[src/rtl/synth_pkg.sv]
// Shared definitions for the synth DAC output path: frame geometry,
// serialiser state encoding and the default DAC command byte.
package synth_pkg;

  localparam int FRAME_W  = 24;
  localparam int CMD_W    = 8;
  localparam int SAMPLE_W = FRAME_W - CMD_W;

  localparam logic [CMD_W-1:0] DEFAULT_CMD = 8'h00;

  typedef enum logic [2:0] {
    ST_IDLE,
    ST_LEAD,
    ST_SHIFT_H,
    ST_SHIFT_L,
    ST_TRAIL
  } dac_state_t;

  // Command byte in the top bits, sample below, sent MSB first.
  function automatic logic [FRAME_W-1:0] build_frame(
    input logic [CMD_W-1:0]    cmd,
    input logic [SAMPLE_W-1:0] sample
  );
    return {cmd, sample};
  endfunction

endpackage

[src/rtl/dac_spi_tx_if.sv]
// Sample-stream handshake into the DAC serialiser: the producer drives
// sample/valid, the serialiser returns ready and a dropped-sample pulse.
interface dac_spi_tx_if;
  import synth_pkg::*;

  logic [SAMPLE_W-1:0] sample;
  logic                valid;
  logic                ready;
  logic                overrun;

  modport master (output sample, output valid, input ready, input overrun);
  modport slave  (input sample, input valid, output ready, output overrun);

endinterface

[src/rtl/dac_sclk_tick.sv]
// Half-period timebase: counts 0..CLK_DIV-1 and flags the last count.
// A synchronous clear restarts the half-period from zero.
module dac_sclk_tick #(
  parameter int CLK_DIV = 5
) (
  input  logic i_clk,
  input  logic i_rst_n,
  input  logic i_clr,
  output logic o_tick
);

  localparam int CNT_W = (CLK_DIV > 1) ? $clog2(CLK_DIV) : 1;

  logic [CNT_W-1:0] r_cnt;

  assign o_tick = (r_cnt == CNT_W'(CLK_DIV - 1));

  // Free-running half-period counter, wrapping on the tick.
  always_ff @(posedge i_clk) begin
    if (!i_rst_n || i_clr) begin
      r_cnt <= '0;
    end else if (o_tick) begin
      r_cnt <= '0;
    end else begin
      r_cnt <= r_cnt + CNT_W'(1);
    end
  end

endmodule

[src/rtl/dac_spi_tx.sv]
// Serialises 16-bit samples into 24-bit {CMD, sample} SPI write frames
// (CPOL=0, MSB first) with a one-entry holding register in front so the
// next sample can queue while the current frame shifts out.
module dac_spi_tx
  import synth_pkg::*;
#(
  parameter int               CLK_DIV = 5,
  parameter logic [CMD_W-1:0] CMD     = DEFAULT_CMD,
  parameter int               CS_GAP  = 2
) (
  input  logic         i_clk,
  input  logic         i_rst_n,
  dac_spi_tx_if.slave  bus,
  output logic         o_busy,
  output logic         o_dac_sclk,
  output logic         o_dac_mosi,
  output logic         o_dac_cs_n
);

  localparam int GAP_W = (CS_GAP > 1) ? $clog2(CS_GAP) : 1;

  dac_state_t            r_state;
  logic [FRAME_W-1:0]    r_shift;
  logic [SAMPLE_W-1:0]   r_hold;
  logic                  r_hold_full;
  logic [4:0]            r_bit_cnt;
  logic [GAP_W-1:0]      r_gap_cnt;
  logic                  r_overrun;
  logic                  r_busy;
  logic                  r_sclk;
  logic                  r_mosi;
  logic                  r_cs_n;

  logic                  w_tick;
  logic                  w_tick_clr;
  logic                  w_accept;
  logic                  w_gap_done;
  logic                  w_load;
  logic [FRAME_W-1:0]    w_next_frame;

  // The timebase idles at zero so LEAD always gets a full half-period;
  // every other state change happens on a tick, where it wraps anyway.
  assign w_tick_clr = (r_state == ST_IDLE);

  dac_sclk_tick #(
    .CLK_DIV (CLK_DIV)
  ) u_tick (
    .i_clk   (i_clk),
    .i_rst_n (i_rst_n),
    .i_clr   (w_tick_clr),
    .o_tick  (w_tick)
  );

  assign w_accept   = bus.valid && !r_hold_full;
  assign w_gap_done = w_tick && (r_gap_cnt == GAP_W'(CS_GAP - 1));

  // A sample accepted on TRAIL's last edge bypasses the hold register so
  // the next frame still starts straight from TRAIL.
  assign w_load = ((r_state == ST_IDLE) && r_hold_full) ||
                  ((r_state == ST_TRAIL) && w_gap_done && (r_hold_full || w_accept));

  assign w_next_frame = build_frame(CMD, r_hold_full ? r_hold : bus.sample);

  assign bus.ready   = !r_hold_full;
  assign bus.overrun = r_overrun;
  assign o_busy      = r_busy;
  assign o_dac_sclk  = r_sclk;
  assign o_dac_mosi  = r_mosi;
  assign o_dac_cs_n  = r_cs_n;

  // Hold register, frame FSM and registered SPI pins.
  always_ff @(posedge i_clk) begin
    if (!i_rst_n) begin
      r_state     <= ST_IDLE;
      r_shift     <= '0;
      r_hold      <= '0;
      r_hold_full <= 1'b0;
      r_bit_cnt   <= '0;
      r_gap_cnt   <= '0;
      r_overrun   <= 1'b0;
      r_busy      <= 1'b0;
      r_sclk      <= 1'b0;
      r_mosi      <= 1'b0;
      r_cs_n      <= 1'b1;
    end else begin
      r_overrun <= bus.valid && r_hold_full;

      if (w_accept) begin
        r_hold      <= bus.sample;
        r_hold_full <= 1'b1;
      end

      if (w_load) begin
        r_state     <= ST_LEAD;
        r_shift     <= w_next_frame;
        r_hold_full <= 1'b0;
        r_busy      <= 1'b1;
        r_cs_n      <= 1'b0;
        r_sclk      <= 1'b0;
        r_mosi      <= w_next_frame[FRAME_W-1];
      end else begin
        case (r_state)
          ST_IDLE: begin
            r_busy <= 1'b0;
          end
          ST_LEAD: begin
            if (w_tick) begin
              r_state   <= ST_SHIFT_H;
              r_bit_cnt <= 5'(FRAME_W - 1);
              r_sclk    <= 1'b1;
              r_mosi    <= r_shift[FRAME_W-1];
            end
          end
          ST_SHIFT_H: begin
            if (w_tick) begin
              r_state <= ST_SHIFT_L;
              r_sclk  <= 1'b0;
            end
          end
          ST_SHIFT_L: begin
            if (w_tick) begin
              if (r_bit_cnt == '0) begin
                r_state   <= ST_TRAIL;
                r_cs_n    <= 1'b1;
                r_mosi    <= 1'b0;
                r_gap_cnt <= '0;
              end else begin
                r_state   <= ST_SHIFT_H;
                r_bit_cnt <= r_bit_cnt - 5'd1;
                r_sclk    <= 1'b1;
                r_mosi    <= r_shift[r_bit_cnt - 5'd1];
              end
            end
          end
          ST_TRAIL: begin
            if (w_gap_done) begin
              r_state <= ST_IDLE;
              r_busy  <= 1'b0;
            end else if (w_tick) begin
              r_gap_cnt <= r_gap_cnt + GAP_W'(1);
            end
          end
          default: begin
            r_state <= ST_IDLE;
            r_busy  <= 1'b0;
            r_cs_n  <= 1'b1;
            r_sclk  <= 1'b0;
            r_mosi  <= 1'b0;
          end
        endcase
      end
    end
  end

endmodule

[src/flat_wrapper.sv]
// flat-port wrapper written by rule: the top's interface ports become plain ports
module dac_spi_tx_flat import synth_pkg::*;
#(
  parameter int               CLK_DIV = 5,
  parameter logic [CMD_W-1:0] CMD     = DEFAULT_CMD,
  parameter int               CS_GAP  = 2
)
  (i_clk, i_rst_n, o_busy, o_dac_sclk, o_dac_mosi, o_dac_cs_n, bus_sample, bus_valid, bus_ready, bus_overrun);
  dac_spi_tx_if bus_i ();
  input  logic i_clk;
  input  logic i_rst_n;
  output logic o_busy;
  output logic o_dac_sclk;
  output logic o_dac_mosi;
  output logic o_dac_cs_n;
  input wire logic [$bits(bus_i.sample)-1:0] bus_sample;
  input wire logic [$bits(bus_i.valid)-1:0] bus_valid;
  output wire logic [$bits(bus_i.ready)-1:0] bus_ready;
  output wire logic [$bits(bus_i.overrun)-1:0] bus_overrun;
  assign bus_i.sample = bus_sample;
  assign bus_i.valid = bus_valid;
  assign bus_ready = bus_i.ready;
  assign bus_overrun = bus_i.overrun;
  dac_spi_tx #(.CLK_DIV(CLK_DIV), .CMD(CMD), .CS_GAP(CS_GAP)) u_core (.i_clk(i_clk), .i_rst_n(i_rst_n), .bus(bus_i), .o_busy(o_busy), .o_dac_sclk(o_dac_sclk), .o_dac_mosi(o_dac_mosi), .o_dac_cs_n(o_dac_cs_n));
endmodule
[config.mk]
export PLATFORM = sky130hd
export DESIGN_NAME = dac_spi_tx_flat
export DESIGN_NICKNAME = d
export VERILOG_FILES = /design/src/rtl/synth_pkg.sv /design/src/rtl/dac_spi_tx_if.sv /design/src/rtl/dac_sclk_tick.sv /design/src/rtl/dac_spi_tx.sv /design/src/flat_wrapper.sv
export SDC_FILE = /design/constraint.sdc
export NUM_CORES = 1
export LEC_CHECK = 0
export CAP_MARGIN = 10
export CORE_AREA = 2 2 71 73
export CTS_BUF_LIST = sky130_fd_sc_hd__clkbuf_16
export CTS_CLUSTER_DIAMETER = 100
export DETAILED_ROUTE_END_ITERATION = 10
export DIE_AREA = 0 0 73 75
export PLACE_DENSITY = 0.7
export SYNTH_ARGS = -nofsm -noshare
export SYNTH_HDL_FRONTEND = slang
export SYNTH_SLANG_ARGS = --single-unit
[constraint.sdc]
create_clock -name i_clk -period 2.75 [get_ports i_clk]
set_clock_uncertainty 0.05 [all_clocks]
set_input_delay 0.275 -clock i_clk [delete_from_list [all_inputs] [get_ports i_clk]]
set_output_delay 0.275 -clock i_clk [all_outputs]
set_load 0.01 [all_outputs]
==> run summary, run 1 <==
### Worst setup path
• 2.44 ns — data arrival at the endpoint of the critical path
• 6 — WP depth
• 0.52 ns — max incr delay on CP
• 1 — Worst Path Buf+Inv
• flip-flop — Worst Setup Start Kind
• u_core.o_dac_mosi — Worst R2R End
• 8 — CP Max Fanout
• flip-flop — critical path capture point type
• inv_1, ha_1, mux4_2, mux4_2, nand3_1, a21oi_1 — sequence of cells on the critical path
• u_core.o_dac_mosi — destination of the critical timing path
• u_core.r_bit_cnt[0] — worst flop-to-flop path startpoint
• 0.43 ns — worst reg-to-reg setup slack
• multiplexers — dominant delay contributor by cell family on the critical path
• u_core.r_bit_cnt[0] — CP startpoint
• reg2reg — Worst Setup Path Type
• 2.87 ns — data required time at the worst endpoint
• sky130_fd_sc_hd__mux4_2 — Most Frequent Cell on Critical Path
• sky130_fd_sc_hd__dfxtp_1 — cell type of the slowest stage on the worst timing path
• 6 — worst-case reg-to-reg path depth

### Clock tree
• 0.06 ns — clock-pin slew of the registers on the worst-case setup and hold paths
• 0 — Gates resized, CTS repair
• 50 — number of sinks driven by the clock tree
• 0 — post-CTS setup buffer count
• 2 — H-tree levels
• sky130_fd_sc_hd__clkbuf_16 — master cell of the clock root buffer
• 0 — CTS Hold Buffers Added
• built — clock tree from TritonCTS
• 5 — total CTS buffers
• 2 — maximum count of clock buffers along a single path
• 0.28 ns — worst-skew pair later-pin latency

### STA
• 0.427 ns — worst setup margin
• 0 — Final Hold Fails
• 0 — Slew Viols, Final
• 0 — count of final setup violators
• 0.568 — worst rel slew slack
• 0.845 — post-route clock period utilization
• 431 MHz — achievable clock frequency
• 0 ns — setup TNS
• false — RSZ-0062 raised after global routing
• 0.639 ns — Tightest Pin Transition
• 2.32 ns — post-layout minimum cycle time

### Drt
• 1778 — overall via count from detail_route
• 4 — number of iterations in the first detailed-routing pass
• 5.50 — average vias per placed instance
• 13.6 um — routed length per instance
• 0 — Post-route DRC
• 102 — First DRT Iteration DRCs
• 0 — post-route antenna net violation count
• 4.41 mm — sum of routed wire length over all layers

### Power
• 593 nW/um^2 — power per unit of standard cell area
• 0.00159 W — overall power consumption
• 0.358 — clock power share
• 0.141 — power share of the combinational group
• 0.242 — switching part of the total power
• 0.960 nW — Leak Pwr
• 0.501 — part of the total power dissipated in sequential elements
• 415 uV — VDD IR-drop max
• 0.00121 W — Internal Power
• 0.000385 W — power spent charging and discharging nets

### Yosys
• 0 — share of synthesized registers carrying an async set or reset
• 9.18 um^2 — mean instance size in the synthesized netlist
• 50 — Seq cells post-synth
• 0 — EDFF count, synth
• 270 — post-synthesis net count
• 37 — number of distinct library cells after synthesis
• sky130_fd_sc_hd__dfxtp_1 — count leader, synth
• 2280 um^2 — combined area of all synthesized cells
• sky130_fd_sc_hd__dfxtp_1 — post-synth top area cell
• sky130_fd_sc_hd__dfxtp_1 (44%), sky130_fd_sc_hd__mux2i_1 (7.0%), sky130_fd_sc_hd__nand2_1 (6.3%), sky130_fd_sc_hd__a211oi_2 (6.0%), sky130_fd_sc_hd__a21oi_1 (5.7%) — cell types occupying the most area after synthesis
• sky130_fd_sc_hd__dfxtp_1 (50), sky130_fd_sc_hd__nand2_1 (38), sky130_fd_sc_hd__nor2_1 (33) — cell types with the highest counts after synthesis
• 248 — number of standard cells after synthesis
• 0.440 — share of synthesized area occupied by flip-flops and latches
• sky130_fd_sc_hd__dfxtp_1 — Synth Flop Type
• 0 — synthesis warning total
• 0.440 — area share of the leading cell type in the synthesized netlist

### Placement
• 24 — number of port buffers
• 315 — Placed Cells incl. Taps
• 0.422 ns — setup slack at placement
• 2.95 mm — Detail Placement HPWL
• 0.824 — weighted congestion reported at the end of routability-driven placement

### Finish
• 424 — final-layout fill cell count
• 0.119 — proportion of layout cells with a drive suffix above 1
• 290 — number of nets in the final layout
• 323 — Finished Layout Cells
• 0 — ANT cells
• 0.577 — share of the core filled with cells in the final layout
• 18.1% — Area Overhead vs Synth
• 1160 um^2 — multi-input combinational cell area
• 1000 um^2 — area occupied by registers

### Run status
• finished clean — run status

### Job
• 0 — max-capacitance violation count

### Floorplanning
• 25 — boundary pin count
• 25 — number of rows in the core area
• 73 um — overall die width
• 5480 um^2 — Die Footprint
• 75 um — Die H
• 0.488 — starting density of the core
• 4660 um^2 — Core Box Area

### Global routing
• 0.180 — global routing usage summed across all routing layers
• 0 — total overflow reported by the global router
• 0 — initial antenna violation count
• 7.51 mm — global-route wire length before repair
• 1629 — number of global-route vias before repair
• 39 — pin count of the biggest net entering global routing

### Worst hold path
• u_core.u_tick.r_cnt[0] — Hold Startpoint
• reg2reg — Tightest Hold Check Type
• 1 — Hold Path Stages

## placed cells by master (no fill, tap or decap), drive strengths merged
master / count
a31oi: 3
o21ai: 4
mux4: 5
or3b: 1
buf: 5
ha: 3
a2111oi: 2
nor3: 1
o21bai: 1
nor2: 33
xnor2: 1
a22oi: 1
mux2i: 16
clkdlybuf4s50: 24
dfxtp: 50
nand2b: 1
o21a: 2
clkinv: 2
a211oi: 20
and3: 3
clkbuf: 5
nand3: 4
a21oi: 26
or3: 1
or4b: 1
inv: 9
or2: 1
o311ai: 1
o32a: 1
nand3b: 1
nor2b: 1
nand2: 38
xor2: 2
## logic make-up (layout without fill, tap and decap cells)
group / count (synthesis) / count (layout) / share of synthesized area
and+or+nand+nor: 86 / 86 / 0.161
AOI/OAI and AO/OA: 61 / 61 / 0.202
DFF: 50 / 50 / 0.440
buffers and inverters: 24 / 45 / 0.0495
muxes: 21 / 21 / 0.120
adders and majority gates: 3 / 3 / 0.0165
xor gates and xnor gates: 3 / 3 / 0.0115
## area by class of cell
cell class / instances / area share
Multi-Input combinational cell: 174 / 0.432
Inverter: 8 / 0.0112
Timing Repair Buffer: 29 / 0.108
Clock inverter: 3 / 0.00465
Tap cell: 54 / 0.0251
Sequential cell: 50 / 0.372
Clock buffer: 5 / 0.0465
## power groups by stage
stage | Combinational, W | Clock (W) | Sequential, W
floorplan | 0.000164 | 0 | 0.000804
global placement | 0.000221 | 0 | 0.000814
detailed placement | 0.000226 | 0 | 0.000815
CTS | 0.000228 | 0.000591 | 0.000798
global route | 0.000249 | 0.000623 | 0.000803
finish | 0.000225 | 0.000571 | 0.000799
## layer usage
layer / global-route usage / wire length [um] / vias to the layer above
met5: 0 / 0 / -
met2: 0.313 / 2250 / 20
met1: 0.220 / 1990 / 844
li1: - / - / 909
met3: 0.0361 / 103 / 5
met4: 0.0679 / 55 / 0
## state kept, by name, summed over array words and instances, names as in the netlist
register / flops
u_core.bus.overrun: 1
u_core.r_gap_cnt: 1
u_core.r_bit_cnt: 5
u_core.r_shift: 16
u_core.u_tick.r_cnt: 3
u_core.o_dac_cs_n: 1
u_core.r_hold_full: 1
u_core.r_state: 3
u_core.o_busy: 1
u_core.o_dac_sclk: 1
u_core.r_hold: 16
u_core.o_dac_mosi: 1
## metrics by stage
| step | hold WS [ns] | area [um^2] |
|---|---|---|
| 2_1_floorplan | 0.301 | 2280 |
| 3_3_place_gp | 0.382 | 2550 |
| 3_5_place_dp | 0.391 | 2550 |
| 4_1_cts | 0.404 | 2690 |
| 5_1_grt | 0.428 | 2690 |
| 6_report | 0.396 | 2690 |
## worst min path at each step
stage	slack, ns	endpoint
after global placement	0.38	u_core.u_tick.r_cnt[0]
final	0.40	u_core.u_tick.r_cnt[0]
after floorplan	0.30	u_core.o_dac_cs_n
after CTS	0.40	u_core.u_tick.r_cnt[0]
after detailed placement	0.39	u_core.u_tick.r_cnt[0]
after global routing	0.43	u_core.r_hold[12]
(Power assumes the default switching activity.)
==> inputs of run 2 (changes only) <==
==> constraint.sdc (replaced) <==
create_clock -name i_clk -period 2.2 [get_ports i_clk]
set_clock_uncertainty 0.05 [all_clocks]
set_input_delay 0.22 -clock i_clk [delete_from_list [all_inputs] [get_ports i_clk]]
set_output_delay 0.22 -clock i_clk [all_outputs]
set_load 0.01 [all_outputs]
==> run 2 against run 1 <==
Effect of this change: die area unchanged; final area increased by 2.1%; wire length decreased by 1.8%; critical path type unchanged; critical endpoint unchanged; highest routed layer unchanged.
==> run summary, run 2 (same netlist as run 1, synthesis figures left out) <==
### Drt
• 4.33 mm — sum of routed wire length over all layers, -1.8%
• 1781 — overall via count from detail_route, +0.17%
• 5.41 — average vias per placed instance, -1.7%
• 13.2 um — routed length per instance, -3.6%
• 98 — First DRT Iteration DRCs, -3.9%
• 4 — number of iterations in the first detailed-routing pass, unchanged
• 0 — post-route antenna net violation count, unchanged
• 0 — Post-route DRC, unchanged

### STA
• 0 — count of final setup violators, unchanged
• 0 — Slew Viols, Final, unchanged
• 0.901 — post-route clock period utilization, +0.0568
• 0.624 — worst rel slew slack, +0.0561
• 0 — Final Hold Fails, unchanged
• false — RSZ-0062 raised after global routing
• 0.403 ns — hold slack, +0.00704 ns
• 0.556 ns — Tightest Pin Transition, -0.0831 ns
• 1.98 ns — post-layout minimum cycle time, -0.340 ns
• 504 MHz — achievable clock frequency, +17%
• 0 ns — setup TNS, unchanged

### Worst setup path
• 2.11 ns — data arrival at the endpoint of the critical path, -0.33 ns
• 3 — CP Max Fanout, -5
• 6 — worst-case reg-to-reg path depth, unchanged
• reg2reg — Worst Setup Path Type
• 0.49 ns — max incr delay on CP, -0.03 ns
• 2.32 ns — data required time at the worst endpoint, -0.55 ns
• 6 — WP depth, unchanged
• multiplexers — dominant delay contributor by cell family on the critical path
• inv_1, ha_1, mux4_2, mux4_2, nand3_1, a21oi_1 — sequence of cells on the critical path
• flip-flop — critical path capture point type
• 1 — Worst Path Buf+Inv, unchanged
• flip-flop — Worst Setup Start Kind
• sky130_fd_sc_hd__mux4_2 — cell type of the slowest stage on the worst timing path
• u_core.r_bit_cnt[1] — worst flop-to-flop path startpoint
• sky130_fd_sc_hd__mux4_2 — Most Frequent Cell on Critical Path
• u_core.r_bit_cnt[1] — CP startpoint

### Worst hold path
• 2 — Hold Path Stages, +1
• reg2reg — Tightest Hold Check Type
• u_core.r_hold[3] — Hold Startpoint

### Finish
• 0.138 — proportion of layout cells with a drive suffix above 1, +0.0192
• u_core.r_hold (16), u_core.r_shift (16), u_core.r_bit_cnt (5) — registers with the most flip-flops
• sky130_fd_sc_hd__dfxtp_1 — most common cell after layout, fill and taps aside
• 425 — final-layout fill cell count, +0.24%
• 0 — ANT cells, unchanged
• 2750 um^2 — cell area after layout, +2.1%
• 1000 um^2 — area occupied by registers, unchanged
• 20.7% — Area Overhead vs Synth
• 1160 um^2 — multi-input combinational cell area, unchanged
• 296 — number of nets in the final layout, +2.1%
• 0.589 — share of the core filled with cells in the final layout, +0.0123
• sky130_fd_sc_hd__dfxtp_1 (50), sky130_fd_sc_hd__nand2_1 (38), sky130_fd_sc_hd__nor2_1 (33) — leading cell types in the layout, fill and taps excluded

### Global routing
• 41 — pin count of the biggest net entering global routing, +5.1%
• 1684 — number of global-route vias before repair, +3.4%
• 7.61 mm — global-route wire length before repair, +1.4%
• 0 — initial antenna violation count, unchanged
• 0.181 — global routing usage summed across all routing layers, +0.000799
• 0 — total overflow reported by the global router, unchanged

### Placement
• 0.837 — weighted congestion reported at the end of routability-driven placement, +1.6%
• 3.01 mm — Detail Placement HPWL, +2.0%
• 2610 um^2 — placed standard-cell area, +2.3%
• 24 — number of port buffers, unchanged

### Floorplanning
• 75 um — Die H, unchanged
• 25 — boundary pin count, unchanged
• 25 — number of rows in the core area, unchanged
• 0.488 — starting density of the core, unchanged
• 5480 um^2 — Die Footprint, unchanged
• 4660 um^2 — Core Box Area, unchanged
• 73 um — overall die width, unchanged

### Clock tree
• 0.06 ns — clock-pin slew of the registers on the worst-case setup and hold paths, about the same
• 0.28 ns — worst-skew pair later-pin latency, about the same
• 0 — Gates resized, CTS repair, unchanged
• 0 — post-CTS setup buffer count, unchanged
• 0 — CTS Hold Buffers Added, unchanged
• 50 — number of sinks driven by the clock tree, unchanged
• built — clock tree from TritonCTS
• 2 — maximum count of clock buffers along a single path, unchanged
• 2 — H-tree levels, unchanged
• sky130_fd_sc_hd__clkbuf_16 — master cell of the clock root buffer
• 5 — total CTS buffers, unchanged

### Power
• 0.996 nW — Leak Pwr, +3.7%
• 418 uV — VDD IR-drop max, +0.67%
• 0.00201 W — overall power consumption, +26%
• 730 nW/um^2 — power per unit of standard cell area, +23%

### Run status
• finished clean — run status

### Job
• 0 — max-capacitance violation count, unchanged

## run 2: changes by cell type in the layout (fill, tap and decap cells not counted), sizes merged
cell and change:
buf +6
## run 2: routing by layer
layer	GRT usage	wire (um)	vias to the layer above
met3	0.0482	144	8
met2	0.307	2140	28
met4	0.0638	59	0
met1	0.221	1990	826
li1	-	-	919
met5	0	0	-
## run 2: area by class of cell
class                   count  area share
flip-flops and latches     50       0.364
repair buffers             35       0.127
well taps                  54      0.0246
clock buffers               5      0.0456
inverters                   8      0.0109
multi-input cells         174       0.423
clock inverters             3     0.00456
## run 2: path summary, 6_finish.rpt
kind / endpoint / slack [ns]
worst max-delay path: u_core.o_dac_mosi / 0.22
worst min register to register: u_core.r_hold[3] / 0.40
worst max register to register: u_core.o_dac_mosi / 0.22
worst min-delay path: u_core.r_hold[3] / 0.40
## run 2: worst register-to-register path: cells and delay by family, from the launching register on
family                     cells  cell delay [ns]
and+or+nand+nor                1             0.10
DFF                            1             0.35
muxes                          2             0.96
buffers and inverters          1             0.05
adders and majority gates      1             0.30
AOI/OAI and AO/OA              1             0.06
## run 2: report_power, final
| part | internal (W) | total, W | switching, W |
|---|---|---|---|
| Combinational | 0.000144 | 0.000293 | 0.000149 |
| Clock | 0.000411 | 0.000720 | 0.000309 |
| Sequential | 0.000964 | 0.000992 | 0.0000286 |
| Total | 0.00152 | 0.00201 | 0.000486 |
## run 2: stage by stage
stage	worst slack, ns	std cells
2_1_floorplan	0.0460	248
3_3_place_gp	0.251	321
3_5_place_dp	0.230	321
4_1_cts	0.219	329
5_1_grt	0.0817	329
6_report	0.217	329
